<file path="src/rtl/memory_bus_arbiter.sv">
// Two-requester arbiter for the shared memory-map bus: data side has fixed priority,
// fetch is forced through after STARVE_LIMIT consecutive data grants while it waits.
module memory_bus_arbiter #(
    parameter int STARVE_LIMIT = 3
) (
    input  logic        clk,
    input  logic        reset,

    input  logic        i_cmd_start,
    input  logic        i_cmd_write,
    output logic        i_cmd_ready,
    input  logic [31:0] i_addr,
    input  logic [31:0] i_wdata,
    output logic [31:0] i_rdata,
    output logic        i_rdata_valid,

    input  logic        d_cmd_start,
    input  logic        d_cmd_write,
    output logic        d_cmd_ready,
    input  logic [31:0] d_addr,
    input  logic [31:0] d_wdata,
    output logic [31:0] d_rdata,
    output logic        d_rdata_valid,

    output logic        mem_cmd_start,
    output logic        mem_cmd_write,
    input  logic        mem_cmd_ready,
    output logic [31:0] mem_addr,
    output logic [31:0] mem_wdata,
    input  logic [31:0] mem_rdata,
    input  logic        mem_rdata_valid
);

    localparam int CW = $clog2(STARVE_LIMIT + 1);
    localparam logic [CW-1:0] STARVE_MAX = CW'(STARVE_LIMIT);

    typedef enum logic [1:0] {
        IDLE   = 2'd0,
        BUSY_I = 2'd1,
        BUSY_D = 2'd2
    } state_t;

    state_t        state_q, state_d;
    logic [CW-1:0] starve_q, starve_d;

    logic forceI;
    logic grantI;
    logic grantD;
    logic accept;

    // Read data is broadcast; only the valid strobes identify the owner.
    assign i_rdata = mem_rdata;
    assign d_rdata = mem_rdata;

    always_ff @(posedge clk) begin
        if (reset) begin
            state_q  <= IDLE;
            starve_q <= '0;
        end else begin
            state_q  <= state_d;
            starve_q <= starve_d;
        end
    end

    always_comb begin
        forceI = i_cmd_start && (starve_q == STARVE_MAX);
        grantI = forceI || (i_cmd_start && !d_cmd_start);
        grantD = !forceI && d_cmd_start;

        state_d       = state_q;
        starve_d      = starve_q;
        accept        = 1'b0;
        mem_cmd_start = 1'b0;
        mem_cmd_write = d_cmd_write;
        mem_addr      = d_addr;
        mem_wdata     = d_wdata;
        i_cmd_ready   = 1'b0;
        d_cmd_ready   = 1'b0;
        i_rdata_valid = 1'b0;
        d_rdata_valid = 1'b0;

        case (state_q)
            IDLE: begin
                if (grantI) begin
                    mem_cmd_start = 1'b1;
                    mem_cmd_write = i_cmd_write;
                    mem_addr      = i_addr;
                    mem_wdata     = i_wdata;
                    i_cmd_ready   = mem_cmd_ready;
                end else if (grantD) begin
                    mem_cmd_start = 1'b1;
                    i_cmd_ready   = 1'b0;
                    d_cmd_ready   = mem_cmd_ready;
                end
                accept = mem_cmd_start && mem_cmd_ready;

                if (accept && !mem_cmd_write) begin
                    state_d = grantI ? BUSY_I : BUSY_D;
                end

                // Count only data wins that actually made fetch wait.
                if (accept && grantI) begin
                    starve_d = '0;
                end else if (accept && grantD && i_cmd_start && (starve_q != STARVE_MAX)) begin
                    starve_d = starve_q + CW'(1);
                end
            end
            BUSY_I: begin
                if (mem_rdata_valid) begin
                    i_rdata_valid = 1'b1;
                    state_d       = IDLE;
                end
            end
            BUSY_D: begin
                if (mem_rdata_valid) begin
                    d_rdata_valid = 1'b1;
                    state_d       = IDLE;
                end
            end
            default: begin
                state_d = IDLE;
            end
        endcase

        // Handshake outputs are quiet while in reset, whatever the stale state says.
        if (reset) begin
            mem_cmd_start = 1'b0;
            i_cmd_ready   = 1'b0;
            d_cmd_ready   = 1'b0;
            i_rdata_valid = 1'b0;
            d_rdata_valid = 1'b0;
        end
    end

endmodule

</file>
<file path="config.mk">
export PLATFORM = sky130hd
export DESIGN_NAME = memory_bus_arbiter
export DESIGN_NICKNAME = d
export VERILOG_FILES = /design/src/rtl/memory_bus_arbiter.sv
export SDC_FILE = /design/constraint.sdc
export NUM_CORES = 1
export LEC_CHECK = 0
export ABC_AREA = 0
export CELL_PAD_IN_SITES_DETAIL_PLACEMENT = 1
export CELL_PAD_IN_SITES_GLOBAL_PLACEMENT = 2
export CORE_ASPECT_RATIO = 0.6
export CORE_MARGIN = 4
export CORE_UTILIZATION = 10
export CTS_CLUSTER_DIAMETER = 150
export DETAILED_ROUTE_END_ITERATION = 16
export PLACE_DENSITY = 0.95
export SYNTH_ARGS = -nofsm -noshare
export SYNTH_HDL_FRONTEND = slang
export SYNTH_SLANG_ARGS = --single-unit
</file>
<file path="constraint.sdc">
create_clock -name clk -period 5.79 [get_ports clk]
set_input_delay 1.737 -clock clk [delete_from_list [all_inputs] [get_ports clk]]
set_output_delay 1.737 -clock clk [all_outputs]
set_load 0.01 [all_outputs]
</file>
* After elaboration in Yosys (flattened, before gate mapping) *
Index checks and enable logic that the tools add are counted.

storage, ports and cells
  flip-flop bits (word level) = 4
  bits of input ports = 168
  output and inout bits = 134

cells by class
  $add $sub $neg = 1
  equality and inequality tests = 6
  multiplexer cells = 30
  reductions and logical operators = 18

operator list
  operator               number
  $mux W32               4
  $mux W1                20
  $mux W2                5
  $logic_and A1 B1 Y1    9
  $eq A2 B2 Y1 const B   2
  $ne A2 B2 Y1 const B   2
  $pmux W2 S2            1
  $reduce_and A2 Y1      2
  $logic_not A1 Y1       3
  $add A2 B1 Y2 const B  1
  $eq A2 B1 Y1 const B   1
  $logic_not A2 Y1       1
  $ne A2 B1 Y1 const B   1
  $reduce_bool A2 Y1     1
  $reduce_or A2 Y1       1
  $logic_or A1 B1 Y1     1

* Depth between registers and ports, before layout *
  word-level depth = 13
  gate-level depth with buffers = 6
  mapped depth without buffers = 6

* Worst setup path after synthesis *
Ideal clock, no wire load.

  kind = input-to-output
  start point = input d_cmd_start
  end point = output mem_addr[0]
  arrival time = 2700 ps
  data required time = 4053 ps
  slack = 1353 ps
  cell stages on the path = 5
  buffers on the path = 2
  cells stage by stage = nand2b_1 nand3_1 buf_2 buf_2 mux2_2

on the way
  longest elaborated chain between the ends = 5

RTL lines
  what                 line  source
  from (decl)          17    input logic d_cmd_start,
  $logic_not A1 Y1     67    grantI = forceI || (i_cmd_start && !d_cmd_start);
  $logic_and A1 B1 Y1  67
  $logic_or A1 B1 Y1   67
  $mux W32             84    if (grantI) begin
  $mux W32             82    case (state_q)
  to (decl)            28    output logic [31:0] mem_addr,

No other way between the ends.

* Worst setup path in the final report *
  start point = input d_cmd_start
  end point = output mem_addr[31]

The elaborated chain is that of the path after synthesis.

==> flow_summary.toml <==
[yosys]
ys_seq_elements = 4
yosysUniqueCellTypes = 24
seq_area_frac_synth = 0.0506
syn_area_mm2 = 0.00158
syn_nets = 353
synthCells = 181
post_synth.cell_area_avg_um2 = 8.74
yosys_warnings = 0

[final_layout]
drive_gt1_frac = 0.226
nFillCells = 1792
fin_nets = 492
seqCellArea_um2 = 80.1
final_util = 0.225
syn_to_final_growth_pct = 120
diodes = 0
multiInputGateArea_um2 = 972

[power_and_ir_drop]
power.density_mw_per_mm2 = 117
p_leak_nw = 1.27
ir_drop_v = 0.0000812
power.total_mw = 0.406

[clock_network]
ctsHtreeMaxLevel = 1
clk_latency_ps = 220
path_clk_slew_ps = 30
postCtsHoldBufs = 0
post_cts_buffers = 0
cts.sinks = 4
cts-buffers-inserted = 3
cts-root-buf = "clkbuf_16"
clk_path_buf_depth = 2
cts-resized-gates = 0
cts_tree = "done"

[placed_design]
dp.final_hpwl_mm = 6.98
io_buffers = 205
gp_congestion = 0.783

[global_route]
grt_max_degree = 67
grtUsageTotal = 0.0798
antenna_found_initial = 0
grt_pass1_vias = 2027
grt_overflow_total = 0
grt_pass1_wl_mm = 11.6

[detailed_routing]
routedWlPerCell_um = 15.2
vias_per_cell = 3.45
firstDrtPassIters = 3
drt_wl_total_mm = 7.90
dr.first_iter.drc_count = 32
via_count = 1800
drc_errors = 0
ant_nets = 0

[sta]
hold_violations = 0
fin_crit_ps = 5540
slew_viol_final = 0
worstMarginPinSlew_ps = 393
holdWs_ps = 461
skew_ps = 0.618
rsz0062_at_grt = "false"
tns_ps = 0
setup_viol = 0
slew-limit-headroom = 0.738
min_period_over_period = 0.957
fmax_mhz = 180

[floorplanning]
row_count = 35
coreArea_mm2 = 0.0154
io_pins = 302
die_height_um = 105
start_util = 0.103
die_area_mm2 = 0.0180
fp.dieW_um = 170

[critical_path]
worstPathRequired_ps = 4050
startpoint_type = "primary input"
cp-end-kind = "primary output"
critical_path_class = "in2out"
crit_fanout = 66
rrSetupSlack_ps = 3970
worstPathArrival_ps = 3800

[hold_path]
hold_path_class = "reg2reg"

[status]
status = "finished, final reports clean"

[flow_run]
cap_violations = 0
==> registers in the layout, indices dropped and copies added, names as in the netlist <==
register  flops
starve_q      2
state_q       2
==> report_power, final <==
part | leakage (nW) | switching, mW | internal [mW] | total (mW)
combinational | 1.20 | 0.0848 | 0.184 | 0.269
sequential | 0.0325 | 0.000895 | 0.0287 | 0.0296
clock | 0.0370 | 0.0192 | 0.0882 | 0.107
total | 1.27 | 0.105 | 0.301 | 0.406
==> per-stage QoR <==
stage | setup slack (ps) | instance area (um2) | std cells
3_5_place_dp | 236 | 3400 | 518
5_1_grt | 152 | 3480 | 521
4_1_cts | 232 | 3480 | 521
3_3_place_gp | 281 | 3400 | 518
2_1_floorplan | 1350 | 1580 | 181
6_report | 248 | 3480 | 521
==> synth_stat cells <==
library cell  count  area share
nor2_1            4      0.0095
or4b_1            1      0.0063
o32a_1            1      0.0063
nor3_1            3      0.0095
a21oi_1           2      0.0063
inv_2             1      0.0024
nand2b_1          1      0.0040
a31oi_1           2      0.0079
dfxtp_1           4       0.051
buf_4            64        0.30
mux2_2           65        0.46
nand2_1           4      0.0095
buf_2             7       0.022
nand4_1           1      0.0040
clkbuf_1          1      0.0024
nand3_1           3      0.0095
and3b_1           2       0.011
and2b_1           1      0.0047
o211ai_1          2      0.0095
inv_1             5       0.012
nor2b_1           1      0.0040
nor4_1            1      0.0040
ha_1              4       0.032
a21bo_2           1      0.0063
==> path summary, 6_finish.rpt <==
kind,from,end,depth (start not counted)
worst min register to register,starve_q[1],starve_q[1],2
worst min-delay path,starve_q[1],starve_q[1],2
worst max register to register,starve_q[0],state_q[0],5
worst max-delay path,d_cmd_start,mem_addr[31],6
==> final cells by class <==
class | instances | area share
clock buffers | 3 | 0.0216
inverters | 6 | 0.00648
multi-input cells | 99 | 0.280
flip-flops and latches | 4 | 0.0230
well taps | 203 | 0.0731
repair buffers | 206 | 0.596
==> routing by layer <==
layer	routed length, um	share of wire	vias up	GRT usage
li1	-	-	835	-
met1	3420	0.43	832	0.105
met2	3570	0.45	131	0.127
met3	892	0.11	2	0.0337
met4	21	0.0027	0	0.00798
met5	0	0	-	0
==> cells in the final DEF, fill, tap and decap left out, types with 2 or more instances in the layout <==
cell               n
dfxtp_1            4
nand2_1            4
clkdlybuf4s50_1  205
nand3_1            2
a21oi_1            2
mux2_2            65
nor3_1             3
inv_1              5
nor2_1             4
a31oi_1            2
and3b_1            2
o211ai_1           2
clkbuf_16          3
ha_1               4
==> kinds of logic after synthesis <==
logic type,synth area share
flip-flops,0.0506
adder cells (fa/ha/maj),0.0316
AO/OA/AOI/OAI,0.0364
buffers and inverters,0.343
AND/OR/NAND/NOR,0.0760
multiplexers,0.463
==> worst max-delay path, cell delays in order <==
cell and delay (ps):
clkdlybuf4s50_1 520, nand2b_1 140, nand3_4 120, buf_12 290, mux2_2 420, clkdlybuf4s50_1 490
(Power assumes the default switching activity.)
